**src/rtl/contador_lector_if.sv**
```systemverilog
// Read-protocol bus between the sweep initiator and the counters block.
// The master issues request/select; the slave answers with valid/contador.
interface contador_lector_if #(
    parameter int CNT_W = 3
);
    logic             request;
    logic [1:0]       select;
    logic [CNT_W-1:0] contador;
    logic             valid;

    modport master (
        output request,
        output select,
        input  contador,
        input  valid
    );

    modport slave (
        input  request,
        input  select,
        output contador,
        output valid
    );
endinterface

```
**src/rtl/contador_lector.sv**
```systemverilog
// Sweeps the four FIFO pop counters, captures each count, sums them
// and flags a timeout when the counters block fails to answer.
module contador_lector #(
    parameter int CNT_W    = 3,
    parameter int TIMEOUT  = 7,
    parameter int NUM_FIFO = 4
) (
    input  logic                  clk,
    input  logic                  reset_L,
    input  logic                  start,
    input  logic                  idle_in,
    contador_lector_if.master     bus,
    output logic [CNT_W-1:0]      cnt0,
    output logic [CNT_W-1:0]      cnt1,
    output logic [CNT_W-1:0]      cnt2,
    output logic [CNT_W-1:0]      cnt3,
    output logic [CNT_W+1:0]      total,
    output logic                  busy,
    output logic                  done,
    output logic                  timeout_err
);
    localparam int          TW     = CNT_W + 2;
    localparam logic [3:0]  TO_LIM = 4'(TIMEOUT);
    localparam logic [1:0]  LAST   = 2'(NUM_FIFO - 1);

    typedef enum logic [2:0] {
        S_IDLE,
        S_WAIT_IDLE,
        S_REQ,
        S_WAIT_VLD,
        S_NEXT,
        S_DONE
    } state_t;

    state_t           state_q, state_d;
    logic [1:0]       sel_q, sel_d;
    logic [3:0]       wait_q, wait_d;
    logic [CNT_W-1:0] cnt_q [NUM_FIFO];
    logic [CNT_W-1:0] cnt_d [NUM_FIFO];
    logic [TW-1:0]    total_q, total_d;
    logic             to_q, to_d;
    logic [3:0]       wait_inc;
    logic [TW-1:0]    sum;

    always_comb begin
        sum = '0;
        for (int i = 0; i < NUM_FIFO; i++) begin
            sum = sum + TW'(cnt_q[i]);
        end
    end

    always_comb begin
        state_d  = state_q;
        sel_d    = sel_q;
        wait_d   = wait_q;
        cnt_d    = cnt_q;
        total_d  = total_q;
        to_d     = to_q;
        wait_inc = wait_q + 4'd1;
        unique case (state_q)
            S_IDLE: begin
                if (start) begin
                    to_d    = 1'b0;
                    sel_d   = '0;
                    state_d = S_WAIT_IDLE;
                end
            end
            S_WAIT_IDLE: begin
                if (idle_in) state_d = S_REQ;
            end
            S_REQ: begin
                wait_d  = '0;
                state_d = S_WAIT_VLD;
            end
            S_WAIT_VLD: begin
                // A response on the last allowed cycle still wins.
                if (bus.valid) begin
                    cnt_d[sel_q] = bus.contador;
                    state_d      = S_NEXT;
                end else begin
                    wait_d = wait_inc;
                    if (wait_inc == TO_LIM) begin
                        to_d    = 1'b1;
                        state_d = S_DONE;
                    end
                end
            end
            S_NEXT: begin
                if (sel_q == LAST) begin
                    state_d = S_DONE;
                end else begin
                    sel_d   = sel_q + 2'd1;
                    state_d = idle_in ? S_REQ : S_WAIT_IDLE;
                end
            end
            S_DONE: begin
                total_d = sum;
                sel_d   = '0;
                state_d = S_IDLE;
            end
            default: state_d = S_IDLE;
        endcase
    end

    always_ff @(posedge clk) begin
        if (!reset_L) begin
            state_q <= S_IDLE;
            sel_q   <= '0;
            wait_q  <= '0;
            cnt_q   <= '{default: '0};
            total_q <= '0;
            to_q    <= 1'b0;
        end else begin
            state_q <= state_d;
            sel_q   <= sel_d;
            wait_q  <= wait_d;
            cnt_q   <= cnt_d;
            total_q <= total_d;
            to_q    <= to_d;
        end
    end

    assign bus.request = (state_q == S_REQ);
    assign bus.select  = sel_q;
    assign cnt0        = cnt_q[0];
    assign cnt1        = cnt_q[1];
    assign cnt2        = cnt_q[2];
    assign cnt3        = cnt_q[3];
    assign total       = total_q;
    assign busy        = (state_q != S_IDLE) && (state_q != S_DONE);
    assign done        = (state_q == S_DONE);
    assign timeout_err = to_q;
endmodule

```
**src/flat_wrapper.sv**
```systemverilog
// flat-port wrapper written by rule: the top's interface ports become plain ports
module contador_lector_flat 
#(
    parameter int CNT_W    = 3,
    parameter int TIMEOUT  = 7,
    parameter int NUM_FIFO = 4
)
  (clk, reset_L, start, idle_in, cnt0, cnt1, cnt2, cnt3, total, busy, done, timeout_err, bus_request, bus_select, bus_contador, bus_valid);
  contador_lector_if #(.CNT_W(CNT_W)) bus_i ();
  input  logic clk;
  input  logic reset_L;
  input  logic start;
  input  logic idle_in;
  output logic [CNT_W-1:0] cnt0;
  output logic [CNT_W-1:0] cnt1;
  output logic [CNT_W-1:0] cnt2;
  output logic [CNT_W-1:0] cnt3;
  output logic [CNT_W+1:0] total;
  output logic busy;
  output logic done;
  output logic timeout_err;
  output wire logic [$bits(bus_i.request)-1:0] bus_request;
  output wire logic [$bits(bus_i.select)-1:0] bus_select;
  input wire logic [$bits(bus_i.contador)-1:0] bus_contador;
  input wire logic [$bits(bus_i.valid)-1:0] bus_valid;
  assign bus_request = bus_i.request;
  assign bus_select = bus_i.select;
  assign bus_i.contador = bus_contador;
  assign bus_i.valid = bus_valid;
  contador_lector #(.CNT_W(CNT_W), .TIMEOUT(TIMEOUT), .NUM_FIFO(NUM_FIFO)) u_core (.clk(clk), .reset_L(reset_L), .start(start), .idle_in(idle_in), .bus(bus_i), .cnt0(cnt0), .cnt1(cnt1), .cnt2(cnt2), .cnt3(cnt3), .total(total), .busy(busy), .done(done), .timeout_err(timeout_err));
endmodule
```
**config.mk**
```make
export PLATFORM = sky130hd
export DESIGN_NAME = contador_lector_flat
export DESIGN_NICKNAME = d
export VERILOG_FILES = /design/src/rtl/contador_lector_if.sv /design/src/rtl/contador_lector.sv /design/src/flat_wrapper.sv
export SDC_FILE = /design/constraint.sdc
export NUM_CORES = 1
export LEC_CHECK = 0
export CORE_ASPECT_RATIO = 2
export CORE_MARGIN = 2
export CORE_UTILIZATION = 34
export CTS_CLUSTER_DIAMETER = 150
export DETAILED_ROUTE_END_ITERATION = 10
export SYNTH_ARGS = -nofsm -noshare
export SYNTH_HDL_FRONTEND = slang
export SYNTH_SLANG_ARGS = --single-unit
```
**constraint.sdc**
```tcl
create_clock -name clk -period 3.2 [get_ports clk]
set_input_delay 0.48 -clock clk [delete_from_list [all_inputs] [get_ports clk]]
set_output_delay 0.48 -clock clk [all_outputs]
set_load 0.1 [all_outputs]
```
==> flow_metrics.env, run 1 <==
export IMPL_dp_hpwl_mm=2.814
export IMPL_p_sw_frac=0.2856
export IMPL_clock_fmax_mhz=386.0
export IMPL_tightestPinTransition_ns=0.9582
export IMPL_synth_nets=208
export IMPL_hp_start="u_core.cnt2[2]$_SDFFE_PN0P_"
export IMPL_synth_distinct_cells=44
export IMPL_die_w_um=53
export IMPL_regArea_sq_um=540.5
export IMPL_p_clk_frac=0.306
export IMPL_finClkSkew_ns=0.001778
export IMPL_netlist_instances=183
export IMPL_area_growth_pct=19.54
export IMPL_intPower_w=0.0004630
export IMPL_worst_setup_path_type="flip-flop to flip-flop"
export IMPL_cts_root_buf="clkbuf_8"
export IMPL_setup_tns_ns=0
export IMPL_vias=1286
export IMPL_grt_setup_unrepaired="no"
export IMPL_grt_usage=0.1532
export IMPL_grt_pass1_vias=1343
export IMPL_grt_pass1_wl_mm=6.147
export IMPL_syn_area_sq_mm=0.001633
export IMPL_hold_path_class="flip-flop to flip-flop"
export IMPL_clk_pin_slew_ns=0.10
export IMPL_total_power_w=0.0006481
export IMPL_p_sw_w=0.0001851
export IMPL_postCtsSetupBuffers=0
export IMPL_core_area_sq_mm=0.004598
export IMPL_ys_seq_area_frac=0.3310
export IMPL_peakVddDrop_uv=236.7
export IMPL_cap_violations=0
export IMPL_synth_main_ff_cell="dfxtp_1"
export IMPL_seq_power_share=0.544
export IMPL_timing_final_crit_share=0.8095
export IMPL_end_kind="flip-flop"
export IMPL_clk_latency_ns=0.27
export IMPL_drtIter0Drc=19
export IMPL_design_die_area_sq_mm=0.005406
export IMPL_setup_viol=0
export IMPL_worst_setup_path_start_kind="flip-flop"
export IMPL_p_per_area_mw_per_mm2=332.0
export IMPL_cts_sinks=27
export IMPL_ant_nets=0
export IMPL_hold_path_endpoint="u_core.cnt2[2]$_SDFFE_PN0P_"
export IMPL_r2r_cells=11
export IMPL_ys_ff_latch=27
export IMPL_finalWirelength_mm=3.507
export IMPL_synthArstFlopShare=0
export IMPL_die_height_um=102.0
export IMPL_r2r_end="u_core.total[3]$_SDFFE_PN0P_"
export IMPL_layout_min_cycle_time_ns=2.590
export IMPL_multi_input_area_sq_um=980.9
export IMPL_cts_tree="yes"
export IMPL_cts_repair_resized=0
export IMPL_drive_above_1_share=0.1292
export IMPL_gr_total_overflow=0
export IMPL_portBuffers=30
export IMPL_clockBufferDepth=2
export IMPL_gp_congestion=0.7905
export IMPL_finalHoldViolCount=0
export IMPL_diodes=0
export IMPL_pwr_share_comb=0.151
export IMPL_drc=0
export IMPL_yosys_warnings=0
export IMPL_num_rows=35
export IMPL_num_nets_final=235
export IMPL_critPathArrivalTime_ns=2.76
export IMPL_cts_htree_levels=1
export IMPL_max_slew_margin_rel=0.3592
export IMPL_grt_max_degree=29
export IMPL_status="finished clean"
export IMPL_fillers=489
export IMPL_viasPerCell=4.871
export IMPL_p_leak_nw=0.8324
export IMPL_wl_per_cell_um=13.28
export IMPL_regToRegSetupSlack_ns=0.61
export IMPL_slew_violations=0
export IMPL_syn_area_per_cell_sq_um=8.922
export IMPL_whs_ns=0.4779
export IMPL_crit_required_ns=3.37
export IMPL_start_util=0.3551
export IMPL_cts_buffers=3
export IMPL_antenna_found_initial=0
export IMPL_synth_edff_count=0
export IMPL_cp_max_fo=3
export IMPL_holdBufCountCts=0
export IMPL_regToRegStartpoint="u_core.cnt0[0]$_SDFFE_PN0P_"
export IMPL_drt_pass1_iter_count=4
export IMPL_ioPinCount=31
export IMPL_whs_path_depth=2
==> power groups by stage <==
stage / clock, W / sequential [W] / combinational (W)
2_1_floorplan: 0 / 0.000358 / 0.0000743
3_3_place_gp: 0 / 0.000360 / 0.0000980
3_5_place_dp: 0 / 0.000360 / 0.0000981
4_1_cts: 0.000206 / 0.000352 / 0.0000986
5_1_grt: 0.000217 / 0.000354 / 0.000105
6_report: 0.000198 / 0.000352 / 0.0000977
==> worst max-delay path by stage <==
stage | start | to | depth (start not counted)
3_5_place_dp | u_core.cnt0[0]$_SDFFE_PN0P_ | u_core.total[3]$_SDFFE_PN0P_ | 11
3_3_place_gp | u_core.cnt0[0]$_SDFFE_PN0P_ | u_core.total[3]$_SDFFE_PN0P_ | 11
5_1_grt | u_core.cnt0[0]$_SDFFE_PN0P_ | u_core.total[3]$_SDFFE_PN0P_ | 11
6_report | u_core.cnt0[0]$_SDFFE_PN0P_ | u_core.total[3]$_SDFFE_PN0P_ | 11
4_1_cts | u_core.cnt0[0]$_SDFFE_PN0P_ | u_core.total[3]$_SDFFE_PN0P_ | 11
2_1_floorplan | u_core.cnt1[0]$_SDFFE_PN0P_ | u_core.total[3]$_SDFFE_PN0P_ | 11
==> per-stage QoR <==
step | utilization | cells | setup WS [ns] | instance area, sq um
3_5_place_dp | 0.4139 | 260 | 0.5931 | 1903
4_1_cts | 0.4245 | 264 | 0.5886 | 1952
3_3_place_gp | 0.4139 | 260 | 0.6105 | 1903
5_1_grt | 0.4245 | 264 | 0.4564 | 1952
2_1_floorplan | - | 183 | 0.01759 | 1633
6_report | 0.4245 | 264 | 0.6096 | 1952
==> registers in the layout, indices dropped and copies added, names as in the netlist <==
signal              flops
u_core.cnt2             3
u_core.cnt0             3
u_core.cnt3             3
u_core.cnt1             3
u_core.total            5
u_core.wait_q           4
u_core.timeout_err      1
u_core.state_q          3
u_core.bus.select       2
==> layer usage <==
layer	vias to the layer above	global-route usage	wire length, um
li1	680	-	-
met1	579	0.1700	1323
met2	21	0.2740	1977
met3	6	0.01754	99
met4	0	0.08087	107
met5	-	0	0
==> logic make-up after synthesis <==
group | Yosys count | share of synthesized area
compound gates | 41 | 0.1793
buf+inv | 24 | 0.06820
simple gates | 68 | 0.2330
flops | 27 | 0.3310
xor+xnor | 2 | 0.01073
fa+ha+maj | 17 | 0.1533
mux | 4 | 0.02452
==> critical path: stages (launching register included) <==
cell and delay, ns:
dfxtp_1 0.34, ha_1 0.23, fa_1 0.49, inv_1 0.06, fa_1 0.42, inv_1 0.06
ha_1 0.16, inv_1 0.05, fa_1 0.37, xnor2_1 0.13, mux2i_1 0.12, nor2b_1 0.05
==> cell usage in the layout, fill, tap and decap left out, types with 2 or more instances in the layout <==
master | netlist | layout
o21ai_0 | 4 | 4
nand2b_1 | 4 | 4
dfxtp_1 | 27 | 27
and2_1 | 2 | 2
o31ai_1 | 2 | 2
inv_1 | 16 | 16
clkdlybuf4s50_1 | 0 | 11
nor3_1 | 2 | 2
mux2i_1 | 4 | 4
a21o_1 | 5 | 5
clkbuf_8 | 0 | 3
xnor2_1 | 2 | 2
a21boi_0 | 4 | 4
nand3b_1 | 4 | 4
nor2_1 | 2 | 2
a21boi_1 | 11 | 11
nand3_1 | 13 | 13
ha_1 | 12 | 12
buf_4 | 1 | 19
fa_1 | 5 | 5
nor2b_1 | 6 | 6
a21oi_1 | 6 | 6
nand2_1 | 24 | 24
o211a_1 | 2 | 2
==> final cells by class <==
class	count	share of cell area
flip-flops and latches	27	0.2769
well taps	55	0.03526
clock buffers	3	0.02115
inverters	16	0.03077
repair buffers	30	0.1295
clock inverters	1	0.003846
multi-input cells	132	0.5026
==> cells in the mapped netlist, types with 2 or more instances <==
master,instances,share of area
fa_1,5,0.061
clkbuf_1,3,0.0069
o211a_1,2,0.012
inv_1,16,0.037
nand3b_1,4,0.018
dfxtp_1,27,0.33
o31ai_1,2,0.0092
buf_6,2,0.014
a21boi_0,4,0.018
xnor2_1,2,0.011
a21oi_1,6,0.018
a21o_1,5,0.023
ha_1,12,0.092
o21ai_0,4,0.012
nand3_1,13,0.040
and2_1,2,0.0077
nand2b_1,4,0.015
mux2i_1,4,0.025
nor3_1,2,0.0061
nor2_1,2,0.0046
nor2b_1,6,0.023
nand2_1,24,0.055
a21boi_1,11,0.051
Note: power is estimated with default switching activity, not from simulation.
==> run 2: changes to the inputs <==
==> constraint.sdc (replaced) <==
create_clock -name clk -period 2.3 [get_ports clk]
set_input_delay 0.345 -clock clk [delete_from_list [all_inputs] [get_ports clk]]
set_output_delay 0.345 -clock clk [all_outputs]
set_load 0.1 [all_outputs]
==> flow_metrics.env, run 2 (synthesized netlist as in run 1, its figures left out) <==
export IMPL_status="complete, but fails checks"
export IMPL_violations="setup timing"
export IMPL_worst_setup_path_start_kind="flip-flop"
export IMPL_postCtsSetupBuffers=0
export IMPL_critPathMaxStageDelay_ns=0.51
export IMPL_cts_tree="yes"
export IMPL_drtIter0Drc=23
export IMPL_setup_viol=3
export IMPL_drive_above_1_share=0.2477
export IMPL_clk_latency_ns=0.28
export IMPL_largest_reg_flops=5
export IMPL_critPathLaunch="u_core.cnt0[0]$_SDFFE_PN0P_"
export IMPL_path_buf_inv=3
export IMPL_clk_pin_slew_ns=0.10
export IMPL_dp_cells=269
export IMPL_num_nets_final=244
export IMPL_finClkSkew_ns=0.005671
export IMPL_r2r_end="u_core.total[2]$_SDFFE_PN0P_"
export IMPL_grt_setup_unrepaired="yes"
export IMPL_drc=0
export IMPL_r2r_cells=10
export IMPL_regToRegStartpoint="u_core.cnt0[0]$_SDFFE_PN0P_"
export IMPL_drt_pass1_iter_count=4
export IMPL_diodes=0
export IMPL_critPathArrivalTime_ns=2.71
export IMPL_end_kind="flip-flop"
export IMPL_endpoint="u_core.total[2]$_SDFFE_PN0P_"
export IMPL_clockBufferDepth=2
export IMPL_vias=1376
export IMPL_cts_sinks=27
export IMPL_layout_commonest_cell="buf_4"
export IMPL_hold_path_class="flip-flop to flip-flop"
export IMPL_grt_pass1_wl_mm=6.389
export IMPL_viasPerCell=5.040
export IMPL_num_rows=35
export IMPL_design_die_area_sq_mm=0.005406
export IMPL_path_delay_family="adder cells"
export IMPL_dp_hpwl_mm=2.975
export IMPL_whs_path_depth=2
export IMPL_ant_nets=0
export IMPL_worst_setup_path_type="flip-flop to flip-flop"
export IMPL_area_growth_pct=27.89
export IMPL_tightestPinTransition_ns=0.6264
export IMPL_core_area_sq_mm=0.004598
export IMPL_gr_total_overflow=0
export IMPL_p_per_area_mw_per_mm2=442.0
export IMPL_die_w_um=53
export IMPL_instances_no_fill=273
export IMPL_die_height_um=102.0
export IMPL_p_leak_nw=0.9041
export IMPL_fillers=474
export IMPL_wl_per_cell_um=13.53
export IMPL_grt_pass1_vias=1423
export IMPL_gp_congestion=0.7808
export IMPL_cts_htree_levels=1
export IMPL_cp_max_fo=2
export IMPL_fin_ws_ns=-0.2299
export IMPL_grt_usage=0.1574
export IMPL_cp_num_cells=10
export IMPL_ioPinCount=31
export IMPL_clock_fmax_mhz=395.3
export IMPL_layout_min_cycle_time_ns=2.530
export IMPL_antenna_found_initial=0
export IMPL_slew_violations=0
export IMPL_finalHoldViolCount=0
export IMPL_total_power_w=0.0009230
export IMPL_cap_violations=0
export IMPL_cts_root_buf="clkbuf_8"
export IMPL_max_slew_margin_rel=0.5811
export IMPL_crit_chain="ha_4 -> fa_1 -> inv_1 -> fa_1 -> inv_1 -> ha_2 -> inv_2 -> fa_2 -> nand2_1 -> o211a_1"
export IMPL_timing_final_crit_share=1.100
export IMPL_peakVddDrop_uv=356.0
export IMPL_cts_buffers=3
export IMPL_start_util=0.3551
export IMPL_grt_max_degree=20
export IMPL_portBuffers=30
export IMPL_regToRegSetupSlack_ns=-0.23
export IMPL_crit_required_ns=2.48
export IMPL_final_cell_mix="29 x buf_4, 24 x nand2_1, 18 x dfxtp_1"
export IMPL_crit_slowest_cell="fa_2"
export IMPL_holdBufCountCts=0
export IMPL_finalWirelength_mm=3.693
==> run 2: cell count changes in the layout (fill, tap and decap cells not counted), sizes merged <==
cell / before / now
buf: 19 / 32
clkinvlp: 1 / 0
clkdlybuf4s50: 11 / 7
inv: 16 / 17
==> run 2: worst min path at each step <==
| stage | slack, ns | startpoint | endpoint |
|---|---|---|---|
| 4_1_cts | 0.47 | u_core.cnt2[2]$_SDFFE_PN0P_ | u_core.cnt2[2]$_SDFFE_PN0P_ |
| 5_1_grt | 0.49 | u_core.cnt2[1]$_SDFFE_PN0P_ | u_core.cnt2[1]$_SDFFE_PN0P_ |
| 2_1_floorplan | 0.48 | bus_contador[0] | u_core.cnt0[0]$_SDFFE_PN0P_ |
| 6_report | 0.47 | u_core.cnt2[2]$_SDFFE_PN0P_ | u_core.cnt2[2]$_SDFFE_PN0P_ |
| 3_3_place_gp | 0.45 | u_core.cnt2[1]$_SDFFE_PN0P_ | u_core.cnt2[1]$_SDFFE_PN0P_ |
| 3_5_place_dp | 0.46 | u_core.cnt2[2]$_SDFFE_PN0P_ | u_core.cnt2[2]$_SDFFE_PN0P_ |
==> run 2: worst register-to-register path, stage by stage (launching register included) <==
cell	delay, ns
dfxtp_4	0.36
ha_4	0.16
fa_1	0.47
inv_1	0.05
fa_1	0.44
inv_1	0.07
ha_2	0.18
inv_2	0.04
fa_2	0.51
nand2_1	0.05
o211a_1	0.11
==> run 2: through the flow <==
| step | setup TNS, ns | worst slack, ns | util | area, sq um | hold slack, ns |
|---|---|---|---|---|---|
| after floorplan | -0.8548 | -0.3172 | - | 1667 | 0.4811 |
| after global placement | -0.5105 | -0.2176 | 0.4419 | 2032 | 0.4549 |
| after detailed placement | -0.5585 | -0.2373 | 0.4419 | 2032 | 0.4566 |
| after CTS | -0.5781 | -0.2439 | 0.4533 | 2085 | 0.4718 |
| after global routing | -0.8314 | -0.3237 | 0.4542 | 2088 | 0.4920 |
| final | -0.5268 | -0.2299 | 0.4542 | 2088 | 0.4657 |
==> run 2: repair_timing <==
| action | CTS | global route |
|---|---|---|
| hold endpoints to repair | 0 | 0 |
| gates resized for setup | 3 | 1 |
| setup endpoints to repair | 3 | 3 |
==> run 2: metal layers <==
layer,wire length [um],up-vias,GRT usage
met5,0,-,0
met4,76,0,0.06706
met3,136,6,0.01462
met2,2107,34,0.3000
met1,1374,638,0.1667
li1,-,698,-
==> run 2: layout make-up <==
cell class	count	area (sq um)	area share
inverters	16	60.06	0.02876
flip-flops and latches	27	561.8	0.2690
well taps	55	68.82	0.03295
multi-input cells	132	1002	0.4799
repair buffers	39	347.8	0.1666
clock inverters	1	6.256	0.002996
clock buffers	3	41.29	0.01977
==> run 2: power by group <==
part	leakage (nW)	internal [W]	total [W]	switching, W
registers	0.224	0.000469	0.000482	0.0000134
clock network	0.0260	0.000124	0.000280	0.000156
logic	0.654	0.0000659	0.000161	0.0000949
==> run 3: changes to the inputs <==
--- a/config.mk
+++ b/config.mk
@@ -7,9 +7,10 @@
 export LEC_CHECK = 0
 export CORE_ASPECT_RATIO = 2
 export CORE_MARGIN = 2
-export CORE_UTILIZATION = 34
+export CORE_UTILIZATION = 30
 export CTS_CLUSTER_DIAMETER = 150
 export DETAILED_ROUTE_END_ITERATION = 10
+export PLACE_DENSITY = 0.49
 export SYNTH_ARGS = -nofsm -noshare
 export SYNTH_HDL_FRONTEND = slang
 export SYNTH_SLANG_ARGS = --single-unit
==> flow_metrics.env, run 3 (synthesized netlist as in run 1, its figures left out) <==
export IMPL_wl_per_cell_um=13.92
export IMPL_clk_latency_ns=0.27
export IMPL_finalWirelength_mm=3.829
export IMPL_grt_usage=0.1315
export IMPL_ant_nets=0
export IMPL_seq_power_share=0.538
export IMPL_regArea_sq_um=561.8
export IMPL_wl_met1_mm=1.849
export IMPL_dp_hpwl_mm=2.872
export IMPL_critPathArrivalTime_ns=2.70
export IMPL_cts_buffers=3
export IMPL_clock_fmax_mhz=395.0
export IMPL_dp_cells=270
export IMPL_peakVddDrop_uv=336.3
export IMPL_design_die_area_sq_mm=0.006084
export IMPL_utilization=0.3914
export IMPL_crit_required_ns=2.47
export IMPL_diodes=0
export IMPL_gp_congestion=0.8068
export IMPL_drtIter0Drc=25
export IMPL_clk_pin_slew_ns=0.10
export IMPL_end_kind="flip-flop"
export IMPL_p_per_area_mw_per_mm2=433.7
export IMPL_max_slew_margin_rel=0.6768
export IMPL_dr_max_layer_used="met4"
export IMPL_intPower_w=0.0006516
export IMPL_violations="setup timing"
export IMPL_cts_tree="yes"
export IMPL_num_nets_final=241
export IMPL_setup_viol=3
export IMPL_die_w_um=56.17
export IMPL_timing_final_crit_share=1.101
export IMPL_holdBufCountCts=0
export IMPL_area_growth_pct=27.66
export IMPL_worst_setup_path_start_kind="flip-flop"
export IMPL_start_util=0.3066
export IMPL_clockBufferDepth=2
export IMPL_multi_input_area_sq_mm=0.001012
export IMPL_worst_setup_path_type="flip-flop to flip-flop"
export IMPL_pwr_share_comb=0.167
export IMPL_met3_length_um=121
export IMPL_die_height_um=108.3
export IMPL_grt_max_degree=18
export IMPL_status="complete, but fails checks"
export IMPL_drt_pass1_iter_count=4
export IMPL_cts_root_buf="clkbuf_8"
export IMPL_gr_total_overflow=0
export IMPL_instances_no_fill=275
export IMPL_slew_violations=0
export IMPL_cts_htree_levels=1
export IMPL_tightestPinTransition_ns=0.4841
export IMPL_cp_max_fo=2
export IMPL_cts_sinks=27
export IMPL_fillers=555
export IMPL_num_rows=38
export IMPL_finClkSkew_ns=0.008168
export IMPL_p_leak_nw=0.8869
export IMPL_drc=0
export IMPL_layout_commonest_cell="buf_4"
export IMPL_total_power_w=0.0009041
export IMPL_viasPerCell=4.956
export IMPL_cap_violations=0
export IMPL_drive_above_1_share=0.2465
export IMPL_core_area_sq_mm=0.005325
export IMPL_p_sw_w=0.0002526
export IMPL_ioPinCount=31
export IMPL_portBuffers=30
export IMPL_layout_min_cycle_time_ns=2.532
export IMPL_finalHoldViolCount=0
export IMPL_largest_reg_flops=5
export IMPL_vias=1363
export IMPL_grt_pass1_vias=1361
export IMPL_antenna_found_initial=0
export IMPL_fin_ws_ns=-0.2318
export IMPL_p_clk_frac=0.295
export IMPL_routed_wl_met2_mm=1.833
export IMPL_p_sw_frac=0.2794
export IMPL_final_cell_mix="25 x buf_4, 24 x nand2_1, 18 x dfxtp_1"
export IMPL_grt_setup_unrepaired="yes"
export IMPL_hold_path_class="flip-flop to flip-flop"
export IMPL_grt_pass1_wl_mm=6.465
export IMPL_place_ws_ns=-0.2678
## run 3: power by group through the flow
stage	sequential, W	clock, W	combinational, W
after floorplan	0.000494	0	0.000103
after global placement	0.000497	0	0.000151
after detailed placement	0.000497	0	0.000151
after CTS	0.000486	0.000288	0.000152
after global routing	0.000489	0.000300	0.000161
final	0.000486	0.000267	0.000151
## run 3: path summary, 6_finish.rpt
kind / start / to / slack [ns] / cells after the start
min reg2reg: u_core.cnt2[1]$_SDFFE_PN0P_ / u_core.cnt2[1]$_SDFFE_PN0P_ / 0.47 / 2
max reg2reg: u_core.cnt0[0]$_SDFFE_PN0P_ / u_core.total[2]$_SDFFE_PN0P_ / -0.23 / 10
max: u_core.cnt0[0]$_SDFFE_PN0P_ / u_core.total[2]$_SDFFE_PN0P_ / -0.23 / 10
min: u_core.cnt2[1]$_SDFFE_PN0P_ / u_core.cnt2[1]$_SDFFE_PN0P_ / 0.47 / 2
## run 3: cell type report
type,count,share of cell area
clock inverter,1,0.002401
multi-input combinational,132,0.4856
tap,60,0.03601
timing repair buffer,36,0.1579
sequential,27,0.2695
clock buffer,3,0.01981
inverter,16,0.02881
## run 3: worst max-delay path, cell delays in order (launching register included)
cell and delay, ns:
dfxtp_4 0.36, ha_4 0.16, fa_1 0.49, inv_2 0.05, fa_1 0.46, inv_2 0.08
ha_4 0.14, inv_2 0.04, fa_2 0.51, nand2_1 0.05, o211a_1 0.11
## run 3: repair_timing
action                     CTS  global route
setup endpoints to repair    3             3
buffers inserted             1             1
pin swaps                    1             3
hold endpoints to repair     0             0
gates resized for setup      5             3
## run 3: layer usage
metal	GRT usage	up-vias
met5	0	-
li1	-	695
met1	0.1813	638
met2	0.2218	28
met4	0.02551	0
met3	0.01435	2
## run 3: metrics by stage
stage | setup TNS [ns] | area, sq um | hold WS, ns
after CTS | -0.6239 | 2071 | 0.4761
final | -0.5090 | 2085 | 0.4699
after detailed placement | -0.6097 | 2008 | 0.4617
after global placement | -0.5373 | 2008 | 0.4604
after floorplan | -0.8548 | 1667 | 0.4811
after global routing | -0.7493 | 2085 | 0.4968
